**config.mk**
```make
export PLATFORM = sky130hd
export DESIGN_NAME = barrel_shifter_pipe_flat
export DESIGN_NICKNAME = d
export VERILOG_FILES = /design/src/rtl/barrel_shifter_pkg.sv /design/src/rtl/barrel_shifter_pipe_if.sv /design/src/rtl/barrel_shift_level.sv /design/src/rtl/barrel_shifter_pipe.sv /design/src/flat_wrapper.sv
export SDC_FILE = /design/constraint.sdc
export NUM_CORES = 1
export LEC_CHECK = 0
export ABC_AREA = 1
export CORE_MARGIN = 4
export CORE_UTILIZATION = 54
export CTS_BUF_LIST = sky130_fd_sc_hd__clkbuf_4 sky130_fd_sc_hd__clkbuf_8
export CTS_CLUSTER_SIZE = 40
export DETAILED_ROUTE_END_ITERATION = 7
export PLACE_DENSITY = 0.8
export SYNTH_ARGS = -nofsm -noshare
export SYNTH_HDL_FRONTEND = slang
export SYNTH_SLANG_ARGS = --single-unit
```
**constraint.sdc**
```tcl
create_clock -name i_clk -period 4.35 [get_ports i_clk]
set_input_delay 1.0875 -clock i_clk [delete_from_list [all_inputs] [get_ports i_clk]]
set_output_delay 1.0875 -clock i_clk [all_outputs]
set_load 0.1 [all_outputs]
```
**src/rtl/barrel_shifter_pkg.sv**
```systemverilog
// Shared types and elaboration helpers for the pipelined barrel shifter.
package barrel_shifter_pkg;

    typedef enum logic [2:0] {
        SLL  = 3'b000,
        SRL  = 3'b001,
        SRA  = 3'b010,
        ROL  = 3'b011,
        ROR  = 3'b100,
        PASS = 3'b101
    } shift_op_e;

    // Width of the shift-amount field for a given operand width.
    function automatic int unsigned shamt_w(input int unsigned data_w);
        return $clog2(data_w);
    endfunction

    // Mux levels owned by stage s: floor(l/stages), the first (l mod stages) get one more.
    function automatic int unsigned levels_in_stage(input int unsigned l,
                                                    input int unsigned stages,
                                                    input int unsigned s);
        return (l / stages) + ((s < (l % stages)) ? 1 : 0);
    endfunction

    // Index of the first mux level owned by stage s.
    function automatic int unsigned level_base(input int unsigned l,
                                               input int unsigned stages,
                                               input int unsigned s);
        int unsigned base;
        base = 0;
        for (int unsigned i = 0; i < s; i++) begin
            base += levels_in_stage(l, stages, i);
        end
        return base;
    endfunction

endpackage

```
**src/rtl/barrel_shifter_pipe_if.sv**
```systemverilog
// Operand/result handshake bundle for barrel_shifter_pipe.
interface barrel_shifter_pipe_if #(
    parameter int unsigned DATA_W = 32
);
    localparam int unsigned SHAMT_W = barrel_shifter_pkg::shamt_w(DATA_W);

    logic               i_valid;
    logic               o_ready;
    logic [2:0]         i_op;
    logic [SHAMT_W-1:0] i_shift_amt;
    logic [DATA_W-1:0]  i_data;
    logic               o_valid;
    logic               i_ready;
    logic [DATA_W-1:0]  o_data;
    logic               o_zero;

    modport master (
        output i_valid, i_op, i_shift_amt, i_data, i_ready,
        input  o_ready, o_valid, o_data, o_zero
    );

    modport slave (
        input  i_valid, i_op, i_shift_amt, i_data, i_ready,
        output o_ready, o_valid, o_data, o_zero
    );

endinterface

```
**src/rtl/barrel_shift_level.sv**
```systemverilog
// One mux level of the barrel shifter: shifts/rotates by SHIFT when en is set.
module barrel_shift_level
    import barrel_shifter_pkg::*;
#(
    parameter int unsigned DATA_W = 32,
    parameter int unsigned SHIFT  = 1
) (
    input  logic [DATA_W-1:0] data,
    input  logic [2:0]        op,
    input  logic              sign,
    input  logic              en,
    output logic [DATA_W-1:0] shifted
);

    // Select the shifted form of data for this level's fixed distance.
    always_comb begin
        shifted = data;
        if (en) begin
            case (shift_op_e'(op))
                SLL:     shifted = {data[DATA_W-1-SHIFT:0], {SHIFT{1'b0}}};
                SRL:     shifted = {{SHIFT{1'b0}}, data[DATA_W-1:SHIFT]};
                SRA:     shifted = {{SHIFT{sign}}, data[DATA_W-1:SHIFT]};
                ROL:     shifted = {data[DATA_W-1-SHIFT:0], data[DATA_W-1:DATA_W-SHIFT]};
                ROR:     shifted = {data[SHIFT-1:0], data[DATA_W-1:SHIFT]};
                default: shifted = data;
            endcase
        end
    end

endmodule

```
**src/rtl/barrel_shifter_pipe.sv**
```systemverilog
// Pipelined barrel shifter: log2(DATA_W) mux levels split over STAGES register
// slots with a bubble-collapsing valid/ready chain.
module barrel_shifter_pipe
    import barrel_shifter_pkg::*;
#(
    parameter int unsigned DATA_W = 32,
    parameter int unsigned STAGES = 2
) (
    input logic                  i_clk,
    input logic                  i_rst,
    barrel_shifter_pipe_if.slave bus
);

    localparam int unsigned SHAMT_W = shamt_w(DATA_W);
    localparam int unsigned LEVELS  = SHAMT_W;
    localparam int unsigned LAST    = STAGES - 1;

    // Slot registers; src_q carries the untouched operand for the output check.
    logic               valid_q [STAGES];
    logic [DATA_W-1:0]  data_q  [STAGES];
    logic [2:0]         op_q    [STAGES];
    logic [SHAMT_W-1:0] amt_q   [STAGES];
    logic               sign_q  [STAGES];
    logic [DATA_W-1:0]  src_q   [STAGES];
    logic               zero_q;

    // ready_c[s] means slot s may load this cycle; ready_c[STAGES] is downstream.
    logic [STAGES:0]    ready_c;

    // Inputs seen by each stage's mux group (bus for stage 0, previous slot otherwise).
    logic               up_valid [STAGES];
    logic [DATA_W-1:0]  up_data  [STAGES];
    logic [2:0]         up_op    [STAGES];
    logic [SHAMT_W-1:0] up_amt   [STAGES];
    logic               up_sign  [STAGES];
    logic [DATA_W-1:0]  up_src   [STAGES];
    logic [DATA_W-1:0]  stage_out [STAGES];

    for (genvar s = 0; s < int'(STAGES); s++) begin : g_stage
        localparam int unsigned N    = levels_in_stage(LEVELS, STAGES, s);
        localparam int unsigned BASE = level_base(LEVELS, STAGES, s);

        logic [DATA_W-1:0] chain [N+1];

        if (s == 0) begin : g_src_bus
            assign up_valid[s] = bus.i_valid;
            assign up_data[s]  = bus.i_data;
            assign up_op[s]    = bus.i_op;
            assign up_amt[s]   = bus.i_shift_amt;
            assign up_sign[s]  = bus.i_data[DATA_W-1];
            assign up_src[s]   = bus.i_data;
        end else begin : g_src_slot
            assign up_valid[s] = valid_q[s-1];
            assign up_data[s]  = data_q[s-1];
            assign up_op[s]    = op_q[s-1];
            assign up_amt[s]   = amt_q[s-1];
            assign up_sign[s]  = sign_q[s-1];
            assign up_src[s]   = src_q[s-1];
        end

        assign chain[0] = up_data[s];

        for (genvar j = 0; j < int'(N); j++) begin : g_level
            barrel_shift_level #(
                .DATA_W (DATA_W),
                .SHIFT  (2 ** (BASE + j))
            ) u_level (
                .data    (chain[j]),
                .op      (up_op[s]),
                .sign    (up_sign[s]),
                .en      (up_amt[s][BASE+j]),
                .shifted (chain[j+1])
            );
        end

        assign stage_out[s] = chain[N];
    end

    // Ready ripples back from the consumer: a slot loads if empty or draining.
    always_comb begin
        ready_c         = '0;
        ready_c[STAGES] = bus.i_ready;
        for (int s = int'(STAGES) - 1; s >= 0; s--) begin
            ready_c[s] = !valid_q[s] || ready_c[s+1];
        end
    end

    assign bus.o_ready = ready_c[0] && !i_rst;
    assign bus.o_valid = valid_q[LAST];
    assign bus.o_data  = data_q[LAST];
    assign bus.o_zero  = zero_q;

    // Slot advance; a slot that cannot load keeps its whole payload.
    always_ff @(posedge i_clk) begin
        if (i_rst) begin
            for (int s = 0; s < int'(STAGES); s++) begin
                valid_q[s] <= 1'b0;
                data_q[s]  <= '0;
                op_q[s]    <= '0;
                amt_q[s]   <= '0;
                sign_q[s]  <= 1'b0;
                src_q[s]   <= '0;
            end
            zero_q <= 1'b1;
        end else begin
            for (int s = 0; s < int'(STAGES); s++) begin
                if (ready_c[s]) begin
                    valid_q[s] <= up_valid[s];
                    if (up_valid[s]) begin
                        data_q[s] <= stage_out[s];
                        op_q[s]   <= up_op[s];
                        amt_q[s]  <= up_amt[s];
                        sign_q[s] <= up_sign[s];
                        src_q[s]  <= up_src[s];
                    end
                end
            end
            if (ready_c[LAST] && up_valid[LAST]) begin
                zero_q <= (stage_out[LAST] == '0);
            end
        end
    end

    // Behavioural form of each op, used only by the output check below.
    function automatic logic [DATA_W-1:0] ref_shift(input logic [DATA_W-1:0]  d,
                                                    input logic [2:0]         op,
                                                    input logic [SHAMT_W-1:0] amt);
        logic [2*DATA_W-1:0] wide;
        wide = {d, d};
        case (shift_op_e'(op))
            SLL:     return d << amt;
            SRL:     return d >> amt;
            SRA:     return DATA_W'($signed(d) >>> amt);
            ROL: begin
                wide = wide << amt;
                return wide[2*DATA_W-1:DATA_W];
            end
            ROR: begin
                wide = wide >> amt;
                return wide[DATA_W-1:0];
            end
            default: return d;
        endcase
    endfunction

    a_ref_model: assert property (@(posedge i_clk) disable iff (i_rst)
        (bus.o_valid && bus.i_ready) |->
            (bus.o_data == ref_shift(src_q[LAST], op_q[LAST], amt_q[LAST])));

    a_hold: assert property (@(posedge i_clk) disable iff (i_rst)
        (bus.o_valid && !bus.i_ready) |=> ($stable(bus.o_data) && bus.o_valid));

endmodule

```
**src/flat_wrapper.sv**
```systemverilog
// flat-port wrapper written by rule: the top's interface ports become plain ports
module barrel_shifter_pipe_flat import barrel_shifter_pkg::*;
#(
    parameter int unsigned DATA_W = 32,
    parameter int unsigned STAGES = 2
)
  (i_clk, i_rst, bus_i_valid, bus_i_op, bus_i_shift_amt, bus_i_data, bus_i_ready, bus_o_ready, bus_o_valid, bus_o_data, bus_o_zero);
  barrel_shifter_pipe_if #(.DATA_W(DATA_W)) bus_i ();
  input logic i_clk;
  input logic i_rst;
  input wire logic [$bits(bus_i.i_valid)-1:0] bus_i_valid;
  input wire logic [$bits(bus_i.i_op)-1:0] bus_i_op;
  input wire logic [$bits(bus_i.i_shift_amt)-1:0] bus_i_shift_amt;
  input wire logic [$bits(bus_i.i_data)-1:0] bus_i_data;
  input wire logic [$bits(bus_i.i_ready)-1:0] bus_i_ready;
  output wire logic [$bits(bus_i.o_ready)-1:0] bus_o_ready;
  output wire logic [$bits(bus_i.o_valid)-1:0] bus_o_valid;
  output wire logic [$bits(bus_i.o_data)-1:0] bus_o_data;
  output wire logic [$bits(bus_i.o_zero)-1:0] bus_o_zero;
  assign bus_i.i_valid = bus_i_valid;
  assign bus_i.i_op = bus_i_op;
  assign bus_i.i_shift_amt = bus_i_shift_amt;
  assign bus_i.i_data = bus_i_data;
  assign bus_i.i_ready = bus_i_ready;
  assign bus_o_ready = bus_i.o_ready;
  assign bus_o_valid = bus_i.o_valid;
  assign bus_o_data = bus_i.o_data;
  assign bus_o_zero = bus_i.o_zero;
  barrel_shifter_pipe #(.DATA_W(DATA_W), .STAGES(STAGES)) u_core (.i_clk(i_clk), .i_rst(i_rst), .bus(bus_i));
endmodule
```
==> impl_metrics.env, run 1 <==
export IMPL_cp_required_ns=4.47
export IMPL_fmax_mhz=287
export IMPL_overflow=0
export IMPL_power_total_mw=2.73
export IMPL_fillCellCount=1171
export IMPL_clk_pin_slew_ns=0.07
export IMPL_final_nets=1106
export IMPL_rr_startpoint="u_core.op_q[0][1]$_SDFFCE_PN0P_"
export IMPL_port_buffers=78
export IMPL_setup_viol_count_final=0
export IMPL_powerDensity_nw_per_um2=346
export IMPL_gp_congestion=1.02
export IMPL_skew_ns=0.00885
export IMPL_preCtsSetupSlack_ns=0.527
export IMPL_die_area_um2=15100
export IMPL_netlist_area_um2=7120
export IMPL_grt_first_pass_wirelength_um=31900
export IMPL_ctsHoldBuffers=0
export IMPL_ys_seq_elements=73
export IMPL_die_w_um=123
export IMPL_max_slew_margin_rel=0.340
export IMPL_vdd_drop_max_mv=0.139
export IMPL_cp_common_cell="nand2_1"
export IMPL_hold_viol=0
export IMPL_drv_slew=0
export IMPL_p_leak_nw=3.62
export IMPL_path_cells="clkdlybuf4s50_1 > nor2_1 > nand2_1 > nand2_4 > nor2_8 > inv_4 > buf_4 > o21ai_4 > nand2_2 > nand2_1 > nand3_1 > nand2_1 > o21ai_1 > inv_1"
export IMPL_finalSetupTns_ns=0
export IMPL_post_dp_hpwl_um=14900
export IMPL_cpMaxStageDelayCell="clkdlybuf4s50_1"
export IMPL_core_area_um2=12800
export IMPL_drtIter0Drc=1211
export IMPL_postPlaceCellArea_um2=7680
export IMPL_gr_usage_all_layers=0.268
export IMPL_final_common_cell="nand2_1"
export IMPL_ios=79
export IMPL_firstDrtPassIters=8
export IMPL_viasPerCell=5.84
export IMPL_cpPeakStageDelay_ns=0.47
export IMPL_syn_inst=1048
export IMPL_avgRoutedWirePerCell_um=16.0
export IMPL_period_needed_ns=3.49
export IMPL_grt_max_degree=46
export IMPL_grt_pass1_vias=6456
export IMPL_cts_sinks=73
export IMPL_syn_avg_cell_area_um2=6.79
export IMPL_numCtsBuffers=9
export IMPL_drt_total_wl_um=19800
export IMPL_clock_root_buffer="clkbuf_8"
export IMPL_yosys_warnings=0
export IMPL_clockBufferDepth=2
export IMPL_postCtsResizedCells=0
export IMPL_critical_path_startpoint_type="input pin"
export IMPL_synth_cell_types=35
export IMPL_initial_core_util=0.557
export IMPL_crit_type="in -> reg"
export IMPL_rows=41
export IMPL_final_cell_mix="nand2_1, nand3_1, inv_1, clkdlybuf4s50_1, a21oi_1"
export IMPL_antenna_found_initial=0
export IMPL_final_setup_worst_slack_ns=0.862
export IMPL_synth_nets=1092
export IMPL_max_cap_viol_count=0
export IMPL_tightest_slew_ns=0.987
export IMPL_vias=7240
export IMPL_drive_above_1_share=0.132
export IMPL_clk_latency_ns=0.36
export IMPL_area_growth_pct=10.8
export IMPL_cts_setup_buffers=0
export IMPL_status="completed"
export IMPL_hp_start="u_core.bus.o_zero$_SDFFE_PP1P_"
export IMPL_arrival_ns=3.61
export IMPL_critPathLaunch="bus_i_op[1]"
export IMPL_hp_class="reg -> reg"
export IMPL_fp_dieH_um=123
export IMPL_ant_nets=0
export IMPL_cp_end_kind="register"
export IMPL_cts_tree="done"
export IMPL_fin_crit_sh=0.802
export IMPL_rsz0062_at_grt="no"
export IMPL_yosysSeqAreaShare=0.307
export IMPL_num_antenna_cells=0
export IMPL_final_area_um2=7880
export IMPL_h_tree_depth=3
export IMPL_cp_max_fo=24
export IMPL_drc=0
## cells in the mapped netlist (all sizes together)
master,n,area (um^2)
nand3,210,1060
nand2,338,1320
nand4,1,12.5
or2,37,231
nand3b,1,7.51
buf,69,480
clkinv,1,3.75
a21oi,78,398
o211ai,33,403
o21ai,31,298
inv,86,325
o21bai,1,7.51
a21o,2,15.0
nor2,66,282
edfxtp,72,2160
dfxtp,1,20.0
a21boi,1,18.8
clkbuf,20,75.1
## metal layers
metal / vias to the layer above / track usage / share of wire
li1: 3491 / - / -
met1: 3284 / 0.355 / 0.41
met2: 404 / 0.439 / 0.47
met3: 61 / 0.0447 / 0.090
met4: 0 / 0.102 / 0.037
met5: - / 0 / 0
## flip-flops by register name, indices dropped and copies added, names as in the netlist
| signal | cells |
|---|---|
| u_core.amt_q | 2 |
| u_core.bus.o_zero | 1 |
| u_core.data_q | 64 |
| u_core.op_q | 3 |
| u_core.sign_q | 1 |
| u_core.valid_q | 2 |
## path summary, 6_finish.rpt
path | to | slack (ns) | depth (start not counted)
min | u_core.bus.o_zero$_SDFFE_PP1P_ | 0.52 | 2
max | u_core.data_q[0][6]$_SDFFCE_PN0P_ | 0.86 | 14
max reg2reg | u_core.bus.o_zero$_SDFFE_PP1P_ | 1.81 | 13
min reg2reg | u_core.bus.o_zero$_SDFFE_PP1P_ | 0.52 | 2
## logic make-up after synthesis
logic type	after synthesis	share of synthesized area
and+or+nand+nor	653	0.409
buffers and inverters	176	0.124
AOI/OAI and AO/OA	146	0.160
DFF	73	0.307
## worst max-delay path, delay by kind of cell
| family | cells | cell delay [ns] |
|---|---|---|
| buf+inv | 4 | 1.14 |
| compound gates | 2 | 0.32 |
| simple gates | 8 | 1.04 |
## metrics by stage
stage	utilization	std cells	hold WS, ns
2_1_floorplan	-	1048	0.615
3_5_place_dp	0.601	1223	0.503
6_report	0.617	1239	0.520
3_3_place_gp	0.601	1223	0.460
5_1_grt	0.617	1239	0.542
4_1_cts	0.617	1239	0.521
## power by group
group	switching [mW]	leakage (nW)	internal, mW
registers	0.0496	0.773	0.876
clock network	0.260	0.104	0.295
logic	0.894	2.75	0.350
## final cells by class
class | count | area [um^2] | area share
clock buffer | 12 | 153 | 0.0194
tap | 172 | 215 | 0.0273
timing repair buffer | 92 | 883 | 0.112
multi-input combinational | 799 | 4070 | 0.516
sequential | 73 | 2180 | 0.277
inverter | 87 | 329 | 0.0417
clock inverter | 4 | 51.3 | 0.00651
No activity file was read; power rests on OpenSTA's default activity.
==> run 2: changes to the inputs <==
==> constraint.sdc (replaced) <==
create_clock -name i_clk -period 3 [get_ports i_clk]
set_input_delay 0.75 -clock i_clk [delete_from_list [all_inputs] [get_ports i_clk]]
set_output_delay 0.75 -clock i_clk [all_outputs]
set_load 0.1 [all_outputs]
==> run 2 against run 1 <==
  * Critical path depth down 1
  * Non-clock buffer count up 17
  * Routed wire length up 0.85%
  * Sequential power up 45%
  * Combinational power up 48%
  * Sequential share of layout area down 0.56 points
  * First-iteration DRC count down 21%
  * Clock power up 46%
  * Worst hold slack worse by 0.036 ns
  * Highest routed layer unchanged
==> impl_metrics.env, run 2 (synthesis results as in run 1) <==
export IMPL_crit_type="in -> reg"
export IMPL_p_leak_nw=3.79
export IMPL_cp_max_fo=33
export IMPL_reg_top3="u_core.data_q: 64 flops, u_core.op_q: 3 flops"
export IMPL_drive_above_1_share=0.177
export IMPL_clock_root_buffer="clkbuf_8"
export IMPL_gr_usage_all_layers=0.276
export IMPL_clockBufferDepth=2
export IMPL_max_cap_viol_count=0
export IMPL_hp_start="u_core.bus.o_zero$_SDFFE_PP1P_"
export IMPL_cpMaxStageDelayCell="clkdlybuf4s50_1"
export IMPL_max_slew_margin_rel=0.479
export IMPL_preCtsSetupSlack_ns=-0.0499
export IMPL_powerDensity_nw_per_um2=496
export IMPL_instances_no_fill=1256
export IMPL_drv_slew=0
export IMPL_fp_dieH_um=123
export IMPL_critical_path_startpoint_type="input pin"
export IMPL_post_dp_hpwl_um=15100
export IMPL_rows=41
export IMPL_ant_nets=0
export IMPL_tightest_slew_ns=0.782
export IMPL_grt_first_pass_wirelength_um=32800
export IMPL_area_growth_pct=13.0
export IMPL_cts_setup_buffers=0
export IMPL_setup_viol_count_final=0
export IMPL_postCtsResizedCells=0
export IMPL_initial_core_util=0.557
export IMPL_grt_use_met1=0.358
export IMPL_drc=0
export IMPL_skew_ns=0.0103
export IMPL_rsz0062_at_grt="no"
export IMPL_fin_crit_sh=0.916
export IMPL_die_w_um=123
export IMPL_ff2ff_setup_slack_ns=0.59
export IMPL_drt_total_wl_um=20000
export IMPL_avgRoutedWirePerCell_um=15.9
export IMPL_fillCellCount=1142
export IMPL_ios=79
export IMPL_largest_reg_flops=64
export IMPL_drtIter0Drc=959
export IMPL_clk_pin_slew_ns=0.09
export IMPL_gp_congestion=1.08
export IMPL_cp_common_cell="nand2_1"
export IMPL_rr_startpoint="u_core.op_q[0][1]$_SDFFCE_PN0P_"
export IMPL_hold_viol=0
export IMPL_status="completed"
export IMPL_hp_class="reg -> reg"
export IMPL_largest_register="u_core.data_q"
export IMPL_vdd_drop_max_mv=0.190
export IMPL_final_common_cell="nand2_1"
export IMPL_postPlaceCellArea_um2=7850
export IMPL_cpPeakStageDelay_ns=0.47
export IMPL_rr_worst_depth=15
export IMPL_firstDrtPassIters=5
export IMPL_grt_busiest_layer="met2"
export IMPL_final_area_um2=8050
export IMPL_overflow=0
export IMPL_port_buffers=78
export IMPL_use_met3=0.0493
export IMPL_viasPerCell=5.86
export IMPL_cp_required_ns=3.25
export IMPL_h_tree_depth=3
export IMPL_numCtsBuffers=9
export IMPL_min_path_cells=2
export IMPL_path_cells="clkdlybuf4s50_1 > nor2_1 > nand2_1 > nand2_4 > buf_4 > a21oi_1 > o21ai_2 > nand3_1 > o211ai_2 > nand2_1 > a21oi_1 > nand2_1 > inv_1"
export IMPL_clk_latency_ns=0.37
export IMPL_cp_end_kind="register"
export IMPL_period_needed_ns=2.75
export IMPL_grt_pass1_vias=6748
export IMPL_finalSetupTns_ns=0
export IMPL_grt_max_degree=70
export IMPL_rr_endpoint="u_core.bus.o_zero$_SDFFE_PP1P_"
export IMPL_num_antenna_cells=0
export IMPL_final_nets=1123
export IMPL_final_cell_mix="nand2_1, nand3_1, inv_1, a21oi_1, edfxtp_1"
export IMPL_final_setup_worst_slack_ns=0.252
export IMPL_power_total_mw=3.99
export IMPL_dp_cells=1240
export IMPL_cts_sinks=73
export IMPL_vias=7356
export IMPL_ctsHoldBuffers=0
export IMPL_die_area_um2=15100
export IMPL_cts_tree="done"
export IMPL_antenna_found_initial=1
export IMPL_core_area_um2=12800
export IMPL_fmax_mhz=364
export IMPL_grtUsageMet2=0.433
export IMPL_hold_path_end="u_core.bus.o_zero$_SDFFE_PP1P_"
export IMPL_arrival_ns=3.00
-- run 2: through the flow --
stage | hold slack (ns) | util
2_1_floorplan | 0.615 | -
4_1_cts | 0.490 | 0.630
3_5_place_dp | 0.470 | 0.614
3_3_place_gp | 0.466 | 0.614
5_1_grt | 0.509 | 0.630
6_report | 0.484 | 0.630
-- run 2: power by group --
part / switching (mW) / internal [mW] / leakage, nW / total (mW)
sequential: 0.0716 / 1.27 / 0.773 / 1.34
clock: 0.413 / 0.396 / 0.0963 / 0.809
combinational: 1.30 / 0.536 / 2.92 / 1.84
total: 1.79 / 2.20 / 3.79 / 3.99
-- run 2: cell type report --
| class | instances | area [um^2] | share of cell area |
|---|---|---|---|
| repair buffers | 109 | 1050 | 0.131 |
| inverters | 87 | 329 | 0.0409 |
| flip-flops and latches | 73 | 2180 | 0.271 |
| clock inverters | 6 | 67.6 | 0.00840 |
| well taps | 172 | 215 | 0.0267 |
| multi-input cells | 799 | 4070 | 0.506 |
| clock buffers | 10 | 131 | 0.0163 |
-- run 2: worst max-delay path by stage --
stage                                             from                                end  depth (start not counted)
floorplan           u_core.valid_q[0][1]$_SDFFCE_PN0P_   u_core.amt_q[0][3]$_SDFFCE_PN0P_                          3
global placement                           bus_i_op[1]  u_core.data_q[0][7]$_SDFFCE_PN0P_                         12
finish                                     bus_i_op[1]  u_core.data_q[0][5]$_SDFFCE_PN0P_                         13
detailed placement                         bus_i_op[1]  u_core.data_q[0][7]$_SDFFCE_PN0P_                         12
CTS                                        bus_i_op[1]  u_core.data_q[0][7]$_SDFFCE_PN0P_                         12
global route                               bus_i_op[1]  u_core.data_q[0][4]$_SDFFCE_PN0P_                         13
-- run 2: worst max-delay path: cells and delay by family --
family	cells	cell delay [ns]
AO/OA/AOI/OAI	4	0.59
buffers and inverters	3	0.88
AND/OR/NAND/NOR	6	0.75
-- run 2: per-layer routing --
metal	vias to the layer above	part of all wire
met1	3333	0.39
met4	0	0.056
met3	88	0.093
li1	3524	-
met5	-	0
met2	411	0.46
==> run 3: changes to the inputs <==
--- a/config.mk
+++ b/config.mk
@@ -12,6 +12,7 @@
 export CTS_CLUSTER_SIZE = 40
 export DETAILED_ROUTE_END_ITERATION = 7
 export PLACE_DENSITY = 0.8
+export REMOVE_ABC_BUFFERS = 1
 export SYNTH_ARGS = -nofsm -noshare
 export SYNTH_HDL_FRONTEND = slang
 export SYNTH_SLANG_ARGS = --single-unit
==> run 3 against run 2 <==
  * Critical path depth up 1
  * Worst hold slack improved by 0.012 ns
  * Largest cell class unchanged
  * Combinational power about the same
  * First-iteration DRC count is 19% lower
  * Setup slack improved by 0.073 ns
  * Highest routed layer unchanged
  * Cell count increased by 0.72%
  * Cell area grew 1.6%
  * Non-clock buffer count grew 9
==> impl_metrics.env, run 3 (synthesis results as in run 1) <==
export IMPL_fillCellCount=1144
export IMPL_clk_pin_slew_ns=0.09
export IMPL_port_buffers=78
export IMPL_area_growth_pct=14.9
export IMPL_arrival_ns=2.80
export IMPL_cts_tree="done"
export IMPL_cpPeakStageDelay_ns=0.48
export IMPL_numCtsBuffers=9
export IMPL_die_w_um=123
export IMPL_hp_start="u_core.bus.o_zero$_SDFFE_PP1P_"
export IMPL_hold_viol=0
export IMPL_drtIter0Drc=774
export IMPL_fin_crit_sh=0.892
export IMPL_cp_end_kind="register"
export IMPL_cp_common_cell="nand3_1"
export IMPL_ctsHoldBuffers=0
export IMPL_final_setup_worst_slack_ns=0.325
export IMPL_core_area_um2=12800
export IMPL_firstDrtPassIters=6
export IMPL_largest_register="u_core.data_q"
export IMPL_clockBufferDepth=2
export IMPL_cpMaxStageDelayCell="clkdlybuf4s50_1"
export IMPL_powerDensity_nw_per_um2=493
export IMPL_ff2ff_setup_slack_ns=0.72
export IMPL_p_leak_nw=3.86
export IMPL_ios=79
export IMPL_final_common_cell="nand2_1"
export IMPL_grt_first_pass_wirelength_um=31600
export IMPL_viasPerCell=5.62
export IMPL_skew_ns=0.0152
export IMPL_rsz0062_at_grt="no"
export IMPL_vdd_drop_max_mv=0.195
export IMPL_h_tree_depth=3
export IMPL_drc=0
export IMPL_post_dp_hpwl_um=14700
export IMPL_preCtsSetupSlack_ns=-0.0382
export IMPL_largest_reg_flops=64
export IMPL_crit_type="in -> reg"
export IMPL_final_cell_mix="nand2_1, nand3_1, inv_1, a21oi_1, edfxtp_1"
export IMPL_drt_total_wl_um=19000
export IMPL_cts_setup_buffers=0
export IMPL_cp_required_ns=3.13
export IMPL_grt_pass1_vias=6482
export IMPL_clk_latency_ns=0.36
export IMPL_min_path_cells=2
export IMPL_initial_core_util=0.557
export IMPL_overflow=0
export IMPL_setup_viol_count_final=0
export IMPL_dp_cells=1249
export IMPL_clock_root_buffer="clkbuf_8"
export IMPL_vias=7115
export IMPL_rr_endpoint="u_core.bus.o_zero$_SDFFE_PP1P_"
export IMPL_gr_usage_all_layers=0.262
export IMPL_cp_max_fo=13
export IMPL_instances_no_fill=1265
export IMPL_drv_slew=0
export IMPL_reg_top3="u_core.data_q: 64 flops, u_core.op_q: 3 flops"
export IMPL_antenna_found_initial=1
export IMPL_hold_path_end="u_core.bus.o_zero$_SDFFE_PP1P_"
export IMPL_num_antenna_cells=0
export IMPL_period_needed_ns=2.67
export IMPL_drive_above_1_share=0.184
export IMPL_cts_sinks=73
export IMPL_rr_worst_depth=15
export IMPL_postCtsResizedCells=0
export IMPL_gp_congestion=0.980
export IMPL_die_area_um2=15100
export IMPL_ant_nets=0
export IMPL_path_cells="clkdlybuf4s50_1 > nor2_1 > nand2_1 > nand2_4 > nor2_8 > inv_4 > buf_4 > o21ai_4 > nand3_1 > o211ai_2 > nand3_1 > nand3_1 > nand2_1 > inv_1"
export IMPL_grt_max_degree=70
export IMPL_avgRoutedWirePerCell_um=15.0
export IMPL_fp_dieH_um=123
export IMPL_status="completed"
export IMPL_rows=41
export IMPL_tightest_slew_ns=0.790
export IMPL_final_nets=1132
export IMPL_hp_class="reg -> reg"
export IMPL_max_slew_margin_rel=0.473
export IMPL_max_cap_viol_count=0
export IMPL_fmax_mhz=374
export IMPL_critical_path_startpoint_type="input pin"
export IMPL_rr_startpoint="u_core.op_q[0][1]$_SDFFCE_PN0P_"
-- run 3: cell types whose count changed in the layout (fill, tap and decap cells not counted) --
cell,delta
bufinv_16,+1
clkinv_2,-1
clkinv_4,+2
buf_12,+3
clkinvlp_4,-1
buf_4,+6
clkbuf_4,-1
-- run 3: area by class of cell --
cell class                      count  area, um^2  share of cell area
Timing Repair Buffer              118        1160               0.141
Tap cell                          172         215              0.0263
Sequential cell                    73        2180               0.267
Clock inverter                      7         103              0.0125
Inverter                           87         329              0.0402
Multi-Input combinational cell    799        4070               0.498
Clock buffer                        9         124              0.0151
-- run 3: layer usage --
metal | global-route usage | wire [um] | up-vias
met3 | 0.0378 | 1350 | 71
met5 | 0 | 0 | -
met2 | 0.434 | 8890 | 327
met1 | 0.329 | 7870 | 3176
met4 | 0.146 | 925 | 0
li1 | - | - | 3541
-- run 3: through the flow --
stage	total power, mW	setup TNS, ns	cell area [um^2]	hold WS (ns)	util
2_1_floorplan	2.67	-109.83	6560	0.615	-
3_3_place_gp	3.17	-0.0130	7950	0.463	0.622
3_5_place_dp	3.18	-0.0382	7950	0.475	0.622
4_1_cts	4.03	0	8180	0.495	0.640
5_1_grt	4.27	0	8180	0.532	0.640
6_report	4.03	0	8180	0.496	0.640
-- run 3: worst max path at each step --
stage / from / end / slack, ns / cells past startpoint
6_report: bus_i_op[1] / u_core.data_q[0][13]$_SDFFCE_PN0P_ / 0.33 / 14
5_1_grt: bus_i_op[1] / u_core.data_q[0][29]$_SDFFCE_PN0P_ / 0.17 / 14
4_1_cts: bus_i_op[1] / u_core.data_q[0][13]$_SDFFCE_PN0P_ / 0.36 / 14
3_5_place_dp: bus_i_op[1] / u_core.data_q[0][13]$_SDFFCE_PN0P_ / -0.04 / 14
3_3_place_gp: bus_i_op[1] / u_core.data_q[0][13]$_SDFFCE_PN0P_ / -0.01 / 14
2_1_floorplan: u_core.valid_q[0][1]$_SDFFCE_PN0P_ / u_core.amt_q[0][3]$_SDFFCE_PN0P_ / -1.31 / 3
-- run 3: worst max-delay path, delay by kind of cell --
family	cells	cell delay [ns]
buffers and inverters	4	0.91
and+or+nand+nor	8	0.95
AOI/OAI and AO/OA	2	0.18
-- run 3: report_power, final --
group	internal [mW]	switching [mW]	leakage [nW]
Sequential	1.27	0.0727	0.773
Clock	0.474	0.382	0.110
Combinational	0.552	1.28	2.98
Total	2.30	1.74	3.86
